**config.mk**
```make
export PLATFORM = sky130hd
export DESIGN_NAME = prescaled_mod_counter
export DESIGN_NICKNAME = d
export VERILOG_FILES = /design/src/rtl/prescaled_mod_counter.sv
export SDC_FILE = /design/constraint.sdc
export NUM_CORES = 1
export LEC_CHECK = 0
export ABC_AREA = 1
export ABC_CLOCK_PERIOD_IN_PS = 1450
export CAP_MARGIN = 15
export CORE_ASPECT_RATIO = 1.75
export CORE_MARGIN = 2
export CORE_UTILIZATION = 25
export DETAILED_ROUTE_END_ITERATION = 16
export SLEW_MARGIN = 20
export SYNTH_ARGS = -nofsm -noshare
export SYNTH_HDL_FRONTEND = slang
export SYNTH_SLANG_ARGS = --single-unit
```
**constraint.sdc**
```tcl
create_clock -name Clk -period 1.45 [get_ports Clk]
set_input_delay 0.145 -clock Clk [delete_from_list [all_inputs] [get_ports Clk]]
set_output_delay 0.145 -clock Clk [all_outputs]
set_load 0.02 [all_outputs]
```
**src/rtl/prescaled_mod_counter.sv**
```systemverilog
// -----------------------------------------------------------------------------
// prescaled_mod_counter
//
// Modulo up/down counter advanced by an internal prescaler. The prescaler
// produces a one-cycle step enable, never a derived clock, so everything runs
// in the single Clk domain. Count, Tick, Wrap and Done are all registered.
//
// Priority, highest first: Reset > Load > step > hold.
//
// With PMC_ONESHOT_EN defined, a step that would wrap instead holds Count at
// its terminal value and sets the sticky Done flag; otherwise Done is tied 0.
//
// Cascading: drive an upper stage's En from a lower stage's Wrap, DIV_N=1.
// -----------------------------------------------------------------------------
module prescaled_mod_counter #(
  parameter int CNT_W = 4,
  parameter int MOD   = 10,
  parameter int DIV_W = 27,
  parameter int DIV_N = 100_000_000
) (
  input  logic             Clk,
  input  logic             Reset,
  input  logic             En,
  input  logic             Up,
  input  logic             Load,
  input  logic [CNT_W-1:0] Load_Val,
  output logic [CNT_W-1:0] Count,
  output logic             Tick,
  output logic             Wrap,
  output logic             Done
);

  localparam int LW = CNT_W + 1;

  localparam logic [CNT_W-1:0] CNT_MAX  = CNT_W'(MOD - 1);
  localparam logic [LW-1:0]    MOD_WIDE = LW'(MOD);
  localparam logic [DIV_W-1:0] DIV_LAST = DIV_W'(DIV_N - 1);

  logic [DIV_W-1:0] div;
  logic             div_last;
  logic             step;
  logic             at_term;
  logic             hold_step;
  logic [CNT_W-1:0] load_sat;
  logic [CNT_W-1:0] wrap_val;

  assign div_last = (div == DIV_LAST);
  assign step     = En && div_last;

  assign at_term  = Up ? (Count == CNT_MAX) : (Count == '0);
  assign wrap_val = Up ? '0 : CNT_MAX;

  // Compare one bit wider so a modulus of 2**CNT_W is representable.
  assign load_sat = ({1'b0, Load_Val} >= MOD_WIDE) ? CNT_MAX : Load_Val;

`ifdef PMC_ONESHOT_EN
  assign hold_step = Done || at_term;

  always_ff @(posedge Clk) begin
    if (Reset || Load) begin
      Done <= 1'b0;
    end else if (step && at_term) begin
      Done <= 1'b1;
    end
  end
`else
  assign hold_step = 1'b0;
  assign Done      = 1'b0;
`endif

  always_ff @(posedge Clk) begin
    if (Reset) begin
      div   <= '0;
      Count <= '0;
      Tick  <= 1'b0;
      Wrap  <= 1'b0;
    end else if (Load) begin
      div   <= '0;
      Count <= load_sat;
      Tick  <= 1'b0;
      Wrap  <= 1'b0;
    end else begin
      Tick <= 1'b0;
      Wrap <= 1'b0;
      if (En) begin
        if (div_last) begin
          div  <= '0;
          Tick <= 1'b1;
          if (!hold_step) begin
            if (at_term) begin
              Count <= wrap_val;
              Wrap  <= 1'b1;
            end else if (Up) begin
              Count <= Count + CNT_W'(1);
            end else begin
              Count <= Count - CNT_W'(1);
            end
          end
        end else begin
          div <= div + DIV_W'(1);
        end
      end
    end
  end

endmodule

```
# Word level (Yosys, flattened, before mapping)
# Cells that the tools add are included.
[op_classes]
add_sub_neg = 3
multipliers = 0
n_div = 0
magnitude_cmp = 1
eq_ne = 2
n_shift = 0
n_mux = 11
bitwise_logic = 2
reduce_logical = 7
[op_table]
columns = ["cell", "count"]
rows = [
  ["4-bit two-way mux", 7],
  ["27-bit by 1-bit adder with 27-bit output, second input constant", 1],
  ["27-bit == test, second input constant", 1],
  ["27-bit two-way mux", 1],
  ["4-bit by 1-bit adder with 4-bit output, second input constant", 1],
  ["4-bit == test, second input constant", 1],
  ["4-bit greater-or-equal comparator, second input constant", 1],
  ["4-bit zero test", 1],
  ["2-bit nonzero test", 2],
  ["4-bit OR reduction", 1],
  ["4-bit by 1-bit subtractor with 4-bit output, second input constant", 1],
  ["1-bit two-way mux", 3],
  ["3-bit OR reduction", 1],
  ["1-bit inverter", 2],
  ["2-bit AND reduction", 1],
  ["2-bit OR reduction", 1],
]
[word_totals]
reg_bits = 33
latchBits = 0
ram_bits = 0
romBits = 0
out_inout_bits = 7
word_cells = 30
mem_count = 0

# Longest topological paths before layout
# Gate-level depths: netlist of the first run.
[logic_depth]
depth_word = 6
mapped_depth = 11
ltp_nobuf = 11

# Worst setup path before layout of the first run
# Ideal clock, no wire load.
[synth_path]
path_kind = "register to register"
from = "reg div[0]"
to = "reg Count[0]"
arrival_ps = 1311
slack_ps = 22
path_stages_with_launch = 10
period_less_slack_ps = 1428
cell_sequence = "dfxtp_1 ha_1 inv_1 nor2_1 nand2_2 nor2_1 nand4_1 nand2_1 buf_6 o21ai_1"
[synth_via]
elab_chain_cells = 3
[synth_lines]
columns = ["item", "line", "rtl"]
rows = [
  ["start: declaration", "39", "logic [DIV_W-1:0] div;"],
  ["start signal: assignment", "100", "div <= div + DIV_W'(1);"],
  ["27-bit == test", "47", "assign div_last = (div == DIV_LAST);"],
  ["2-bit nonzero test (no source line)", "--", ""],
  ["2-bit AND reduction (no source line)", "--", ""],
  ["end signal: assignment", "79", "Count <= load_sat;"],
  ["end signal: assignment", "91", "Count <= wrap_val;"],
  ["end signal: assignment", "94", "Count <= Count + CNT_W'(1);"],
  ["end: declaration", "27", "output logic [CNT_W-1:0] Count,"],
]
# No other way between the ends.
# A chain may end at the register's enable or synchronous reset.

# Worst setup path in the final report of the first run
# Ends and elaborated chain as after synthesis.

==> results of run 1 <==
## area by class of cell
cell class | count | area, um^2
multi-input cells | 224 | 1257
clock buffers | 7 | 142.6
well taps | 88 | 110.1
repair buffers | 69 | 596.8
inverters | 44 | 172.7
flip-flops and latches | 33 | 669.4
fillers | 791 | 4671
## path summary, 6_finish.rpt
path	startpoint	to	slack, ns	cells past startpoint
worst max-delay path	div[0]	Count[0]	-0.06	10
worst min-delay path	div[25]	div[25]	0.46	2
worst max register to register	div[0]	Count[0]	-0.06	10
worst min register to register	div[25]	div[25]	0.46	2
## through the flow
stage | hold slack (ns) | instances | total power [mW] | area, um^2
5_1_grt | 0.5075 | 465 | 2.346 | 2949
4_1_cts | 0.4683 | 461 | 2.266 | 2799
3_5_place_dp | 0.4597 | 452 | 1.183 | 2574
3_3_place_gp | 0.4474 | 452 | 1.181 | 2574
6_report | 0.4640 | 465 | 2.261 | 2949
2_1_floorplan | 0.2925 | 304 | 1.069 | 1967
## registers in the layout (all words and copies together), names as in the netlist
name,cells
Tick,1
Wrap,1
Count,4
div,27
## cell usage after synthesis
cell type  instances
nand2_1           73
nor2_1            59
inv_1             39
dfxtp_1           33
nand3_1           23
a21oi_1            9
nand4_1            8
xor2_1             8
nor2_2             6
inv_2              4
nor3_1             4
ha_1               3
nand2_2            3
nor2_4             3
nor3b_1            3
nor4_1             3
o21ai_0            3
xnor2_1            3
nand3_2            2
nor3_2             2
or2_2              2
a221oi_1           1
a31oi_1            1
buf_2              1
buf_4              1
buf_6              1
clkinv_1           1
conb_1             1
fa_1               1
nand3b_1           1
o21ai_1            1
o21bai_1           1
## worst min-delay path, stage by stage, from the launching register on
cell     delay [ns]
dfxtp_1        0.30
nand2_1        0.06
a21oi_1        0.05
## routing by layer
layer,track usage [%],vias up
met4,11.56,0
met3,1.661,26
met2,27.80,49
met5,0,-
li1,-,1097
met1,11.74,973
## where the power goes
group,switching (mW),total [mW],internal (mW)
Clock,0.394,1.07,0.674
Combinational,0.132,0.258,0.127
Sequential,0.0148,0.934,0.920
Total,0.540,2.26,1.72
## timing repair
action | 4_1_cts | 5_1_grt
endpoints found under the setup margin | 27 | 29
pin swaps | 11 | 9
buffers inserted | 2 | 4
gates resized for setup | 22 | 41
## cells by family (layout without fill, tap and decap cells)
family | after synthesis | after routing | synth area share [%]
compound gates | 16 | 16 | 4.453
other cells | 1 | 1 | 0.1907
fa+ha+maj | 4 | 4 | 2.926
xor+xnor | 11 | 11 | 4.899
flops | 33 | 33 | 33.59
buf+inv | 47 | 120 | 9.605
simple gates | 192 | 192 | 44.34
==> reports/metrics.cfg, run 1 <==
[route]
vias=2145
met2_length_um=3210
drc_errors=0
first_pass_iters=4
drtIter0Drc=49
ant_nets=0
wl_um=5622
wl_per_cell_um=12.09
wl_met1_um=1885
dr_wl_met3_um=124
vias_per_cell=4.613
top_layer=met4

[sta]
hold_viol=0
setup_viol=18
fin_ws_ns=-0.06386
finalCriticalPeriod_ns=1.514
fmax_mhz=660.6
slew_violations=0
fin_worst_skew_ns=0.004751
grt_setup_unrepaired=true
fin_crit_sh_pct=104.4
setup_tns_ns=-0.7146

[cts]
cts.sinks=33
cts_buffers=5
ctsRootBufferMaster=clkbuf_16
insertion_delay_ns=0.28
h-tree-depth=2
clockBufferDepth=2
cts_hold_buf=0
cts_tree=built
clk_transition_reported_paths_ns=0.05

[finish]
fin_nets=390
area_delta_synth_final_pct=49.94
drive_gt1_share_pct=32.36
mostFrequentLayoutCell=nand2_1
finalCoreUtilization_pct=38.70
num_antenna_cells=0
layout_common_cells=nand2_1, nor2_1, buf_4

[placement]
gp_congestion=0.9586
place_ws_ns=-0.3438
port_buffers=14
hpwl_um=4441

[global_route]
grt_max_degree=10
first_global_vias=2177
antenna_found_initial=0
grt_pass1_wl_um=9397
grt.overflow.total=0
grt_usage_pct=14.03

[synthesis]
synth-seq-area-share_pct=33.59
synth_nets=317
synth_top_area_share_pct=33.59
synth_area_leaders=dfxtp_1, nand2_1, nor2_1
yosys_warnings=0
postSynthAreaPerCell_um2=6.470
synth_top_area_cell=dfxtp_1
ys_types=32
netlist_area_mm2=0.001967
synth_cells=304
synth-seq-cells=33

[worst_setup_path]
cp.required_ns=1.63
crit_family=simple AND/OR/NAND/NOR gates
worstPathCellList=ha_4 -> inv_4 -> nor2_4 -> nand2_4 -> nor2_2 -> nand4_1 -> nand2_2 -> buf_6 -> buf_12 -> o21ai_2
crit_type=flip-flop to flip-flop
max_stage_delay_ns=0.35
critPathBufInv=3
path_max_fanout=6
slowest_stage=dfxtp_2
worstPathArrival_ns=1.69
worstSetupStartpointType=flip-flop
end_kind=flip-flop

[die]
rows=42
ios=16
dieArea_mm2=0.008621
core_mm2=0.007620
die_h_um=121.3
start_util_pct=25.81
die_w_um=71.05

[run_status]
status=complete, but fails checks
violations=setup timing

[power]
vdd_drop_max_mv=0.4946
p_per_area_mw_per_mm2=766.6
p_leak_nw=1.278

[hold_path]
min-delay-path-class=flip-flop to flip-flop

[job]
max-cap-violations=0

No activity file was read; power rests on OpenSTA's default activity.
==> run 2, diff against run 1 <==
--- a/config.mk
+++ b/config.mk
@@ -12,6 +12,7 @@
 export CORE_MARGIN = 2
 export CORE_UTILIZATION = 25
 export DETAILED_ROUTE_END_ITERATION = 16
+export SKIP_CTS_REPAIR_TIMING = 1
 export SLEW_MARGIN = 20
 export SYNTH_ARGS = -nofsm -noshare
 export SYNTH_HDL_FRONTEND = slang
==> constraint.sdc (replaced) <==
create_clock -name Clk -period 1.45 [get_ports Clk]
set_input_delay 0.435 -clock Clk [delete_from_list [all_inputs] [get_ports Clk]]
set_output_delay 0.435 -clock Clk [all_outputs]
set_load 0.02 [all_outputs]
==> reports/metrics.cfg, run 2 (synthesis gave the netlist of run 1 again) <==
[run_status]
status=complete, but fails checks
violations=setup timing

[global_route]
first_global_vias=2256  ; +3.6%
grt.overflow.total=0  ; unchanged
grt_max_degree=11  ; +1
antenna_found_initial=0  ; unchanged
grt_usage_pct=14.05  ; +0.022 points
grt_pass1_wl_um=9349  ; -0.51%

[finish]
fin_nets=395  ; +1.3%
num_antenna_cells=0  ; unchanged
mostFrequentLayoutCell=nand2_1
largest_reg_flops=27  ; unchanged
area_delta_synth_final_pct=59.86
reg_top3=div: 27 flops, Count: 4 flops
layout_common_cells=nand2_1, buf_4, nor2_1
drive_gt1_share_pct=39.43  ; +7.1 points
postLayoutCellArea_mm2=0.003144  ; +6.6%
largest-register=div

[route]
first_pass_iters=4  ; unchanged
drtIter0Drc=79  ; +61%
vias_per_cell=4.662  ; +1.1%
vias=2196  ; +2.4%
wl_um=5974  ; +6.3%
ant_nets=0  ; unchanged
wl_per_cell_um=12.68  ; +4.9%
drc_errors=0  ; unchanged

[worst_setup_path]
max_stage_delay_ns=0.35  ; about the same
end_kind=flip-flop
worstPathCellList=ha_4 -> inv_4 -> nor2_4 -> nand2_4 -> buf_6 -> nor2_4 -> buf_4 -> nand4_1 -> nand2_1 -> nand2_1 -> nor2_1
critPathBufInv=3  ; unchanged
cp.required_ns=1.67  ; +0.04 ns
slowest_stage=dfxtp_2
worstSetupStartpointType=flip-flop
crit_family=simple AND/OR/NAND/NOR gates
worstPathArrival_ns=1.77  ; +0.08 ns
crit_type=flip-flop to flip-flop
path_max_fanout=4  ; -2

[cts]
h-tree-depth=2  ; unchanged
clockBufferDepth=2  ; unchanged
ctsRootBufferMaster=clkbuf_16
cts_tree=built
cts.sinks=33  ; unchanged
cts_buffers=5  ; unchanged
clk_transition_reported_paths_ns=0.06  ; about the same
insertion_delay_ns=0.28  ; about the same

[sta]
hold_viol=0  ; unchanged
timing.hold.ws_ns=0.4800  ; +0.01609 ns
setup_viol=10  ; -8
finalCriticalPeriod_ns=1.551  ; +0.03670 ns
fin_ws_ns=-0.1006  ; -0.03670 ns
fmax_mhz=644.9  ; -2.4%
fin_worst_skew_ns=0.007463  ; +0.002712 ns
grt_setup_unrepaired=true
slew_violations=0  ; unchanged
fin_crit_sh_pct=106.9  ; +2.5 points

[die]
ios=16  ; unchanged
die_w_um=71.05  ; unchanged
start_util_pct=25.81  ; unchanged
die_h_um=121.3  ; unchanged
core_mm2=0.007620  ; unchanged
rows=42  ; unchanged
dieArea_mm2=0.008621  ; unchanged

[placement]
hpwl_um=4495  ; +1.2%
port_buffers=14  ; unchanged
gp_congestion=0.9141  ; -4.6%
place_area_mm2=0.002621  ; +1.8%

[power]
p_leak_nw=1.441  ; +13%
vdd_drop_max_mv=0.6407  ; +30%
p_per_area_mw_per_mm2=781.4  ; +1.9%

[hold_path]
min-delay-path-class=flip-flop to flip-flop

[job]
max-cap-violations=0  ; unchanged

==> run 2: cell types whose count changed in the layout (fill, tap and decap cells not counted), sizes merged <==
cell	previous run	this run
buf	55	60
bufinv	0	1
clkdlybuf4s50	9	6
dlygate4sd2	3	0
dlymetal6s2s	2	8
==> run 2: routing by layer <==
layer	vias to the layer above	GRT usage, %	share of wire (%)
li1	1107	-	-
met1	1012	10.99	32
met2	55	28.56	59
met3	22	2.741	2.6
met4	0	10.38	5.9
met5	-	0	0
==> run 2: stage by stage <==
step / setup slack [ns] / TNS [ns] / utilization (%) / cells / power (mW)
2_1_floorplan: 0.01232 / 0 / - / 304 / 1.069
3_3_place_gp: -0.5598 / -12.41 / 34.40 / 460 / 1.187
3_5_place_dp: -0.6016 / -11.81 / 34.40 / 460 / 1.188
4_1_cts: -0.3129 / -6.089 / 36.67 / 468 / 2.440
5_1_grt: -0.2402 / -3.217 / 41.26 / 471 / 2.549
6_report: -0.1006 / -0.6481 / 41.26 / 471 / 2.457
==> run 2: worst register-to-register path, cell delays in order, from the launching register on <==
cell and delay [ns]:
dfxtp_2 0.35, ha_4 0.15, inv_4 0.04, nor2_4 0.09, nand2_4 0.08, buf_6 0.13, nor2_4 0.15, buf_4 0.13
nand4_1 0.14, nand2_1 0.10, nand2_1 0.05, nor2_1 0.07
==> run 2: final timing paths <==
path,slack [ns],endpoint,depth (start not counted),from
worst max-delay path,-0.10,div[20],11,div[0]
worst min-delay path,0.48,div[25],2,div[25]
worst min register to register,0.48,div[25],2,div[25]
worst max register to register,-0.10,div[20],11,div[0]
==> run 2: area by class of cell <==
type,instances,area [um^2]
clock buffer,7,142.6
multi-input combinational,224,1364
tap,88,110.1
inverter,44,170.2
clock inverter,1,30.03
sequential,33,679.4
fill,757,4476
timing repair buffer,74,648.1
==> run 2: report_power, final <==
group          internal [mW]  total [mW]  leakage, nW  switching (mW)
logic                  0.136       0.280         1.08           0.144
registers              0.920       0.931        0.273          0.0109
clock network          0.858        1.25       0.0841           0.388
